==> config.mk <==
export PLATFORM = sky130hd
export DESIGN_NAME = voice_osc_mixer_flat
export DESIGN_NICKNAME = d
export VERILOG_FILES = /design/src/rtl/voice_osc_mixer_if.sv /design/src/rtl/voice_osc_mixer.sv /design/src/flat_wrapper.sv
export SDC_FILE = /design/constraint.sdc
export NUM_CORES = 1
export LEC_CHECK = 0
export CAP_MARGIN = 25
export CORE_UTILIZATION = 45
export CTS_CLUSTER_DIAMETER = 120
export DETAILED_ROUTE_END_ITERATION = 8
export DONT_BUFFER_PORTS = 1
export GPL_ROUTABILITY_DRIVEN = 0
export HOLD_SLACK_MARGIN = 0.15
export PLACE_DENSITY = 0.66
export SLEW_MARGIN = 25
export SYNTH_ARGS = -nofsm -noshare
export SYNTH_HDL_FRONTEND = slang
export SYNTH_SLANG_ARGS = --single-unit
==> constraint.sdc <==
create_clock -name clk -period 6.65 [get_ports clk]
set_clock_uncertainty 0.05 [all_clocks]
set_input_delay 1.33 -clock clk [delete_from_list [all_inputs] [get_ports clk]]
set_output_delay 1.33 -clock clk [all_outputs]
set_load 0.05 [all_outputs]
==> src/rtl/voice_osc_mixer_if.sv <==
// Period words in from the tone lookup, per-voice waves, mix and audio bit out.
// slave = the mixer, master = whatever drives the periods and watches the outputs.
interface voice_osc_mixer_if;
  logic [31:0] period0;
  logic [31:0] period1;
  logic [31:0] period2;
  logic [31:0] period3;
  logic [3:0]  wave;
  logic [3:0]  voice_active;
  logic [2:0]  mix;
  logic        pwm_out;

  modport master (
    output period0, period1, period2, period3,
    input  wave, voice_active, mix, pwm_out
  );

  modport slave (
    input  period0, period1, period2, period3,
    output wave, voice_active, mix, pwm_out
  );
endinterface

==> src/rtl/voice_osc_mixer.sv <==
// Four square-wave voices from period words, summed into a 0..4 mix and
// rendered as a first-order sigma-delta bit stream for the audio pin.
module voice_osc_mixer #(
  parameter logic [31:0] CLOCK_SPEED = 32'd25_000_000
) (
  input logic              clk,
  input logic              reset,
  voice_osc_mixer_if.slave bus
);

  // CLOCK_SPEED only documents the clock shared with the tone lookup.
  if (CLOCK_SPEED == 32'd0) begin : g_no_clock_speed
  end

  logic [31:0] period   [4];
  logic [31:0] period_q [4];
  logic [31:0] cnt      [4];
  logic [3:0]  wave_q;
  logic [3:0]  active_q;
  logic [2:0]  mix_q;
  logic [1:0]  acc_q;
  logic        pwm_q;
  logic [2:0]  pop;
  logic [2:0]  sum;

  assign period[0] = bus.period0;
  assign period[1] = bus.period1;
  assign period[2] = bus.period2;
  assign period[3] = bus.period3;

  always_comb begin
    pop = {2'b00, wave_q[0]} + {2'b00, wave_q[1]}
        + {2'b00, wave_q[2]} + {2'b00, wave_q[3]};
    sum = {1'b0, acc_q} + mix_q;
  end

  always_ff @(posedge clk) begin
    if (reset) begin
      for (int i = 0; i < 4; i++) begin
        cnt[i]      <= '0;
        period_q[i] <= '0;
      end
      wave_q   <= '0;
      active_q <= '0;
      mix_q    <= '0;
      acc_q    <= '0;
      pwm_q    <= 1'b0;
    end else begin
      for (int i = 0; i < 4; i++) begin
        period_q[i] <= period[i];
        active_q[i] <= (period[i] != 32'd0);
        // A silent voice or any new period restarts the phase; restart beats wrap.
        if (period[i] == 32'd0 || period[i] != period_q[i]) begin
          cnt[i]    <= '0;
          wave_q[i] <= 1'b0;
        end else begin
          wave_q[i] <= (cnt[i] < (period[i] >> 1));
          cnt[i]    <= (cnt[i] >= period[i] - 32'd1) ? 32'd0 : cnt[i] + 32'd1;
        end
      end
      mix_q <= pop;
      // sum >= 4 emits a one and subtracts 4, which leaves exactly sum[1:0].
      pwm_q <= sum[2];
      acc_q <= sum[1:0];
    end
  end

  assign bus.wave         = wave_q;
  assign bus.voice_active = active_q;
  assign bus.mix          = mix_q;
  assign bus.pwm_out      = pwm_q;

endmodule

==> src/flat_wrapper.sv <==
// flat-port wrapper written by rule: the top's interface ports become plain ports
module voice_osc_mixer_flat 
#(
  parameter logic [31:0] CLOCK_SPEED = 32'd25_000_000
)
  (clk, reset, bus_period0, bus_period1, bus_period2, bus_period3, bus_wave, bus_voice_active, bus_mix, bus_pwm_out);
  voice_osc_mixer_if bus_i ();
  input logic clk;
  input logic reset;
  input wire logic [$bits(bus_i.period0)-1:0] bus_period0;
  input wire logic [$bits(bus_i.period1)-1:0] bus_period1;
  input wire logic [$bits(bus_i.period2)-1:0] bus_period2;
  input wire logic [$bits(bus_i.period3)-1:0] bus_period3;
  output wire logic [$bits(bus_i.wave)-1:0] bus_wave;
  output wire logic [$bits(bus_i.voice_active)-1:0] bus_voice_active;
  output wire logic [$bits(bus_i.mix)-1:0] bus_mix;
  output wire logic [$bits(bus_i.pwm_out)-1:0] bus_pwm_out;
  assign bus_i.period0 = bus_period0;
  assign bus_i.period1 = bus_period1;
  assign bus_i.period2 = bus_period2;
  assign bus_i.period3 = bus_period3;
  assign bus_wave = bus_i.wave;
  assign bus_voice_active = bus_i.voice_active;
  assign bus_mix = bus_i.mix;
  assign bus_pwm_out = bus_i.pwm_out;
  voice_osc_mixer #(.CLOCK_SPEED(CLOCK_SPEED)) u_core (.clk(clk), .reset(reset), .bus(bus_i));
endmodule
==> flow_metrics.tcl, run 1 <==
set metrics [dict create \
    synth.distinct_cells 60 \
    cts_tree "yes" \
    area_delta_synth_final_pct 10.9 \
    hpwl_um 39800 \
    grt_pass1_vias 15600 \
    maxCapViolations 0 \
    r2r_cells 9 \
    crit_path_top_delay_cell "or4b_2" \
    coreArea_um2 43100 \
    fmax_mhz 198 \
    synth_top_area_cell "edfxtp_1" \
    stdcell_area_um2 21800 \
    dr_total_vias 15800 \
    die_h_um 211 \
    path_cells "inv_1, ha_1, or4b_2, nor4_4, and3_1, nand3_1, nor3_1, xnor2_1, ha_1, nand4_1, a21oi_1, a2111o_1, or2_1, nor3b_1" \
    grtUsageTotal_pct 22.8 \
    drtIter0Drc 949 \
    start_kind "primary input" \
    cp_common_cell "ha_1" \
    drcViolationCount 0 \
    holdPathStages 2 \
    fin_nets 2680 \
    end_kind "flop" \
    root_buffer "clkbuf_16" \
    die_x_um 211 \
    cts_setup_buffers 0 \
    worstMarginPinSlew_ps 888 \
    cp_slowest_stage_delay_ps 690 \
    fillers 4097 \
    synth_edf_count 128 \
    grt_first_pass_wirelength_um 80800 \
    rsz0062_at_grt "false" \
    cts_buffer_depth 3 \
    ant_nets 0 \
    io_buffers 0 \
    viasPerCell 5.46 \
    r2r-end "u_core.cnt[0][125]$_SDFFCE_PP0P_" \
    crit_arrival_ps 5380 \
    grt_overflow_total 0 \
    dieArea_um2 44600 \
    setup_tns_ps 0 \
    synth_area_leaders "edfxtp_1, ha_1, dfxtp_1, xnor2_1, xor2_1" \
    synth_most_common_cell "ha_1" \
    period_needed_ps 5060 \
    grt_antenna_before_repair 0 \
    setup-violations-final 0 \
    holdBufCountCts 0 \
    startpoint "bus_period3[1]" \
    rows 76 \
    hold_viol 0 \
    synth_top_area_share_pct 19.5 \
    htree_levels 2 \
    crit_fanout 18 \
    cts.sinks 270 \
    initial_core_util_pct 45.7 \
    worst_ir_drop_vdd_mv 0.194 \
    worst-r2r-setup-slack_ps 3200 \
    post-route-period-util_pct 76.1 \
    dr.pass1.iters 5 \
    num_io_pins 142 \
    cts_resized 0 \
    min_to "u_core.acc_q[0]$_SDFF_PP0_" \
    r2r_start "u_core.cnt[0][96]$_SDFFCE_PP0P_" \
    min_from "u_core.acc_q[0]$_SDFF_PP0_" \
    ys.warnings.count 0 \
    clock_insertion_delay_worst_skew_ps 530 \
    path_clk_slew_ps 50 \
    outcome "finished clean" \
    routed_wl_um 50500 \
    drive_gt1_share_pct 3.55 \
    grt_max_degree 140 \
    synthTopCellsByCount "ha_1, xnor2_1, nor2_1" \
    synthArstFlopShare_pct 0 \
    drv_slew 0 \
    worst_ep_required_time_ps 6970 \
    hp-class "flop to flop" \
    syn-cell-area_um2 19700 \
    syn_inst 2175 \
    relSlewSlack_pct 40.2 \
    ys_seq_elements 270 \
    crit_type "primary input to flop" \
    p_leak_nw 8.75 \
    cts_made_buffers 34 \
    yosysSeqAreaShare_pct 33.9 \
    power_density_nw_per_um2 193 \
    diodes 0 \
    synth_top_flop_cell "dfxtp_1" \
    placedInstanceArea_um2 20700 \
    avgSynthCellArea_um2 9.06 \
    routedWlPerCell_um 17.4 \
]
-- logic make-up (layout without fill, tap and decap cells) --
group / Yosys count / count (layout) / synth area share, %
flops: 270 / 270 / 33.9
fa+ha+maj: 264 / 264 / 16.8
other cells: 1 / 128 / 0.0190
compound gates: 210 / 210 / 6.63
simple gates: 864 / 864 / 22.4
xor+xnor: 362 / 362 / 16.1
buf+inv: 204 / 213 / 4.02
-- placed cells by master, fill, tap and decap left out, drive strengths merged, types with 87 or more instances in the layout --
cell type / netlist / final
nand2: 123 / 123
xnor2: 253 / 253
ha: 262 / 262
edfxtp: 128 / 128
nand4: 87 / 87
conb: 1 / 128
inv: 145 / 145
dfxtp: 142 / 142
xor2: 109 / 109
nand3: 87 / 87
nor2: 251 / 251
nor3: 127 / 127
-- power breakdown --
part	leakage [nW]	total [W]	internal, W	switching, W
sequential	2.50	0.00188	0.00181	0.0000750
combinational	5.71	0.000504	0.000226	0.000278
clock	0.533	0.00182	0.00109	0.000728
-- state kept, by name (all words and copies together) (netlist names) --
register / cells
u_core.bus.voice_active: 4
u_core.bus.pwm_out: 1
u_core.bus.mix: 3
u_core.cnt: 128
u_core.period_q: 128
u_core.bus.wave: 4
u_core.acc_q: 2
-- critical path: cells and delay by family --
family,cells,cell delay [ps]
compound gates,2,730
xor+xnor,1,150
fa+ha+maj,2,450
buf+inv,1,80
simple gates,8,2630
-- worst max-delay path by stage --
stage / slack [ps] / depth (start not counted) / endpoint
final: 1590 / 14 / u_core.cnt[0][97]$_SDFFCE_PP0P_
after detailed placement: 900 / 13 / u_core.cnt[0][37]$_SDFFCE_PP0P_
after global routing: 1360 / 12 / u_core.cnt[0][98]$_SDFFCE_PP0P_
after CTS: 1470 / 13 / u_core.cnt[0][39]$_SDFFCE_PP0P_
after global placement: 950 / 13 / u_core.cnt[0][41]$_SDFFCE_PP0P_
after floorplan: 1700 / 16 / u_core.cnt[0][102]$_SDFFCE_PP0P_
-- per-stage QoR --
step / setup slack, ps / hold slack [ps] / util [%] / power, W / instances
floorplan: 1700 / 474 / - / 0.00229 / 2302
global placement: 950 / 485 / 48.1 / 0.00239 / 2835
detailed placement: 904 / 504 / 48.1 / 0.00241 / 2835
CTS: 1470 / 516 / 50.7 / 0.00425 / 2896
global route: 1360 / 552 / 50.7 / 0.00439 / 2896
finish: 1590 / 509 / 50.7 / 0.00420 / 2896
-- layout make-up --
| class | count | area (µm²) | area share [%] |
|---|---|---|---|
| Multi-Input combinational cell | 1828 | 12700 | 58.3 |
| Sequential cell | 270 | 6690 | 30.6 |
| Clock buffer | 48 | 1000 | 4.58 |
| Tap cell | 585 | 732 | 3.35 |
| Inverter | 145 | 544 | 2.49 |
| Clock inverter | 13 | 93.8 | 0.430 |
| Timing Repair Buffer | 7 | 52.6 | 0.241 |
-- per-layer routing --
layer  vias up  routed length, µm  global-route usage, %  share of wire (%)
li1       7847                  -                      -                  -
met3        98               3090                   4.52                6.1
met4         0               1640                   9.07                3.3
met1      7480              23000                   29.9                 45
met2       388              22800                   36.5                 45
met5         -                  0                      0                  0
No activity file was read; power rests on OpenSTA's default activity.
==> inputs of run 2 (changes only) <==
==> constraint.sdc (replaced) <==
create_clock -name clk -period 5.3 [get_ports clk]
set_clock_uncertainty 0.05 [all_clocks]
set_input_delay 1.06 -clock clk [delete_from_list [all_inputs] [get_ports clk]]
set_output_delay 1.06 -clock clk [all_outputs]
set_load 0.05 [all_outputs]
==> run 2 against run 1 <==
Against the previous run:
- global-route usage increased by 0.19 points
- die area unchanged
- sequential power increased by 26%
- critical endpoint is now u_core.cnt[0][118]$_SDFFCE_PP0P_
- largest power group is now clock
- register-to-register slack got worse by 1300 ps
- non-clock buffer count increased by 4
- combinational power increased by 25%
==> flow_metrics.tcl, run 2 (synthesis gave the netlist of run 1 again) <==
set metrics [dict create \
    outcome "finished clean" \
    grtUsageMet1_pct 29.9 \
    r2r-end "u_core.cnt[0][118]$_SDFFCE_PP0P_" \
    cp_common_cell "ha_1" \
    crit_arrival_ps 4790 \
    cts_tree "yes" \
    cts_made_buffers 35 \
    p_leak_nw 8.78 \
    die_h_um 211 \
    multi_input_area_um2 12700 \
    layout_common_cells "ha_1, xnor2_1, nor2_1" \
    cts_setup_buffers 0 \
    grt_first_pass_wirelength_um 81300 \
    final_util_pct 50.8 \
    min_to "u_core.acc_q[0]$_SDFF_PP0_" \
    setup_tns_ps 0 \
    rsz0062_at_grt "false" \
    viasPerCell 5.47 \
    drv_slew 0 \
    diodes 0 \
    routedWlPerCell_um 17.5 \
    fmax_mhz 223 \
    die_x_um 211 \
    initial_core_util_pct 45.7 \
    layout_commonest_cell "ha_1" \
    hold_viol 0 \
    fin_nets 2685 \
    cp_slowest_stage_delay_ps 700 \
    ant_nets 0 \
    worst_ir_drop_vdd_mv 0.250 \
    r2r_cells 9 \
    worst-r2r-setup-slack_ps 1870 \
    cts_buffer_depth 3 \
    drive_gt1_share_pct 3.63 \
    post-route-period-util_pct 84.8 \
    worst_ep_required_time_ps 5590 \
    grt.busiest_layer "met2" \
    root_buffer "clkbuf_16" \
    setup-violations-final 0 \
    dieArea_um2 44600 \
    dr.pass1.iters 5 \
    crit_path_top_delay_cell "or4b_2" \
    coreArea_um2 43100 \
    io_buffers 0 \
    largest_registers "u_core.cnt (128), u_core.period_q (128)" \
    grt_pass1_vias 15800 \
    rows 76 \
    hp-class "flop to flop" \
    r2r_start "u_core.cnt[0][96]$_SDFFCE_PP0P_" \
    final_cells 2901 \
    holdBufCountCts 0 \
    cts.sinks 270 \
    path_clk_slew_ps 60 \
    grt_antenna_before_repair 0 \
    drcViolationCount 0 \
    period_needed_ps 4490 \
    startpoint "bus_period3[0]" \
    clock_insertion_delay_worst_skew_ps 550 \
    crit_fanout 32 \
    area_delta_synth_final_pct 11.2 \
    holdPathStages 2 \
    maxCapViolations 0 \
    grt_max_degree 140 \
    htree_levels 2 \
    power_density_nw_per_um2 247 \
    dr_total_vias 15900 \
    setup_slack_ps 808 \
    cts_resized 0 \
    relSlewSlack_pct 42.3 \
    regArea_um2 6690 \
    worstMarginPinSlew_ps 858 \
    fin_hold_ws_ps 505 \
    crit_type "primary input to flop" \
    path_cells "inv_1, ha_1, or4b_2, nor4_4, nand2_1, nor3_1, nand3_1, xnor2_1, ha_1, and4_1, a221oi_1, a211oi_4, buf_4, nor4_1" \
    use_met3_pct 3.73 \
    end_kind "flop" \
    fillers 4066 \
    start_kind "primary input" \
    pre_cts_ws_ps 275 \
    routed_wl_um 50700 \
    dp_cells 2839 \
    grtUsageTotal_pct 22.9 \
    min_from "u_core.acc_q[0]$_SDFF_PP0_" \
    drtIter0Drc 976 \
    num_io_pins 142 \
    hpwl_um 39900 \
    grtUsageMet2_pct 37.7 \
    grt_overflow_total 0 \
]
-- run 2: changes by cell type in the layout (fill, tap and decap cells not counted), sizes merged --
| cell | delta |
|---|---|
| buf | +4 |
| clkinv | -3 |
| bufinv | +2 |
| clkbuf | +2 |
-- run 2: layout make-up --
type | instances | area share, %
clock buffer | 50 | 4.54
multi-input combinational | 1828 | 58.1
clock inverter | 12 | 0.657
sequential | 270 | 30.5
inverter | 145 | 2.49
timing repair buffer | 11 | 0.377
tap | 585 | 3.34
-- run 2: per-layer routing --
metal / part of all wire [%] / vias to the layer above
li1: - / 7865
met1: 45 / 7539
met2: 46 / 376
met3: 5.2 / 100
met4: 3.3 / 0
met5: 0 / -
-- run 2: worst max path at each step --
| stage | to | slack, ps | cells after the start |
|---|---|---|---|
| after detailed placement | u_core.cnt[0][118]$_SDFFCE_PP0P_ | 270 | 14 |
| after floorplan | u_core.cnt[0][102]$_SDFFCE_PP0P_ | 620 | 16 |
| after global placement | u_core.cnt[0][97]$_SDFFCE_PP0P_ | 440 | 14 |
| final | u_core.cnt[0][118]$_SDFFCE_PP0P_ | 810 | 14 |
| after global routing | u_core.cnt[0][86]$_SDFFCE_PP0P_ | 490 | 14 |
| after CTS | u_core.cnt[0][118]$_SDFFCE_PP0P_ | 830 | 14 |
-- run 2: metrics by stage --
stage	cell area [µm²]	total power, W
finish	21900	0.00540
global route	21900	0.00562
CTS	21900	0.00546
detailed placement	20800	0.00303
global placement	20800	0.00300
floorplan	20200	0.00288
-- run 2: power by group --
part / switching (W) / total [W] / internal [W]
registers: 0.0000949 / 0.00237 / 0.00227
clock network: 0.000952 / 0.00240 / 0.00145
logic: 0.000344 / 0.000629 / 0.000286
-- run 2: worst max-delay path, delay by kind of cell --
kind | cells | cell delay [ps]
buf+inv | 2 | 360
simple gates | 7 | 2180
xor+xnor | 1 | 150
fa+ha+maj | 2 | 540
compound gates | 2 | 500
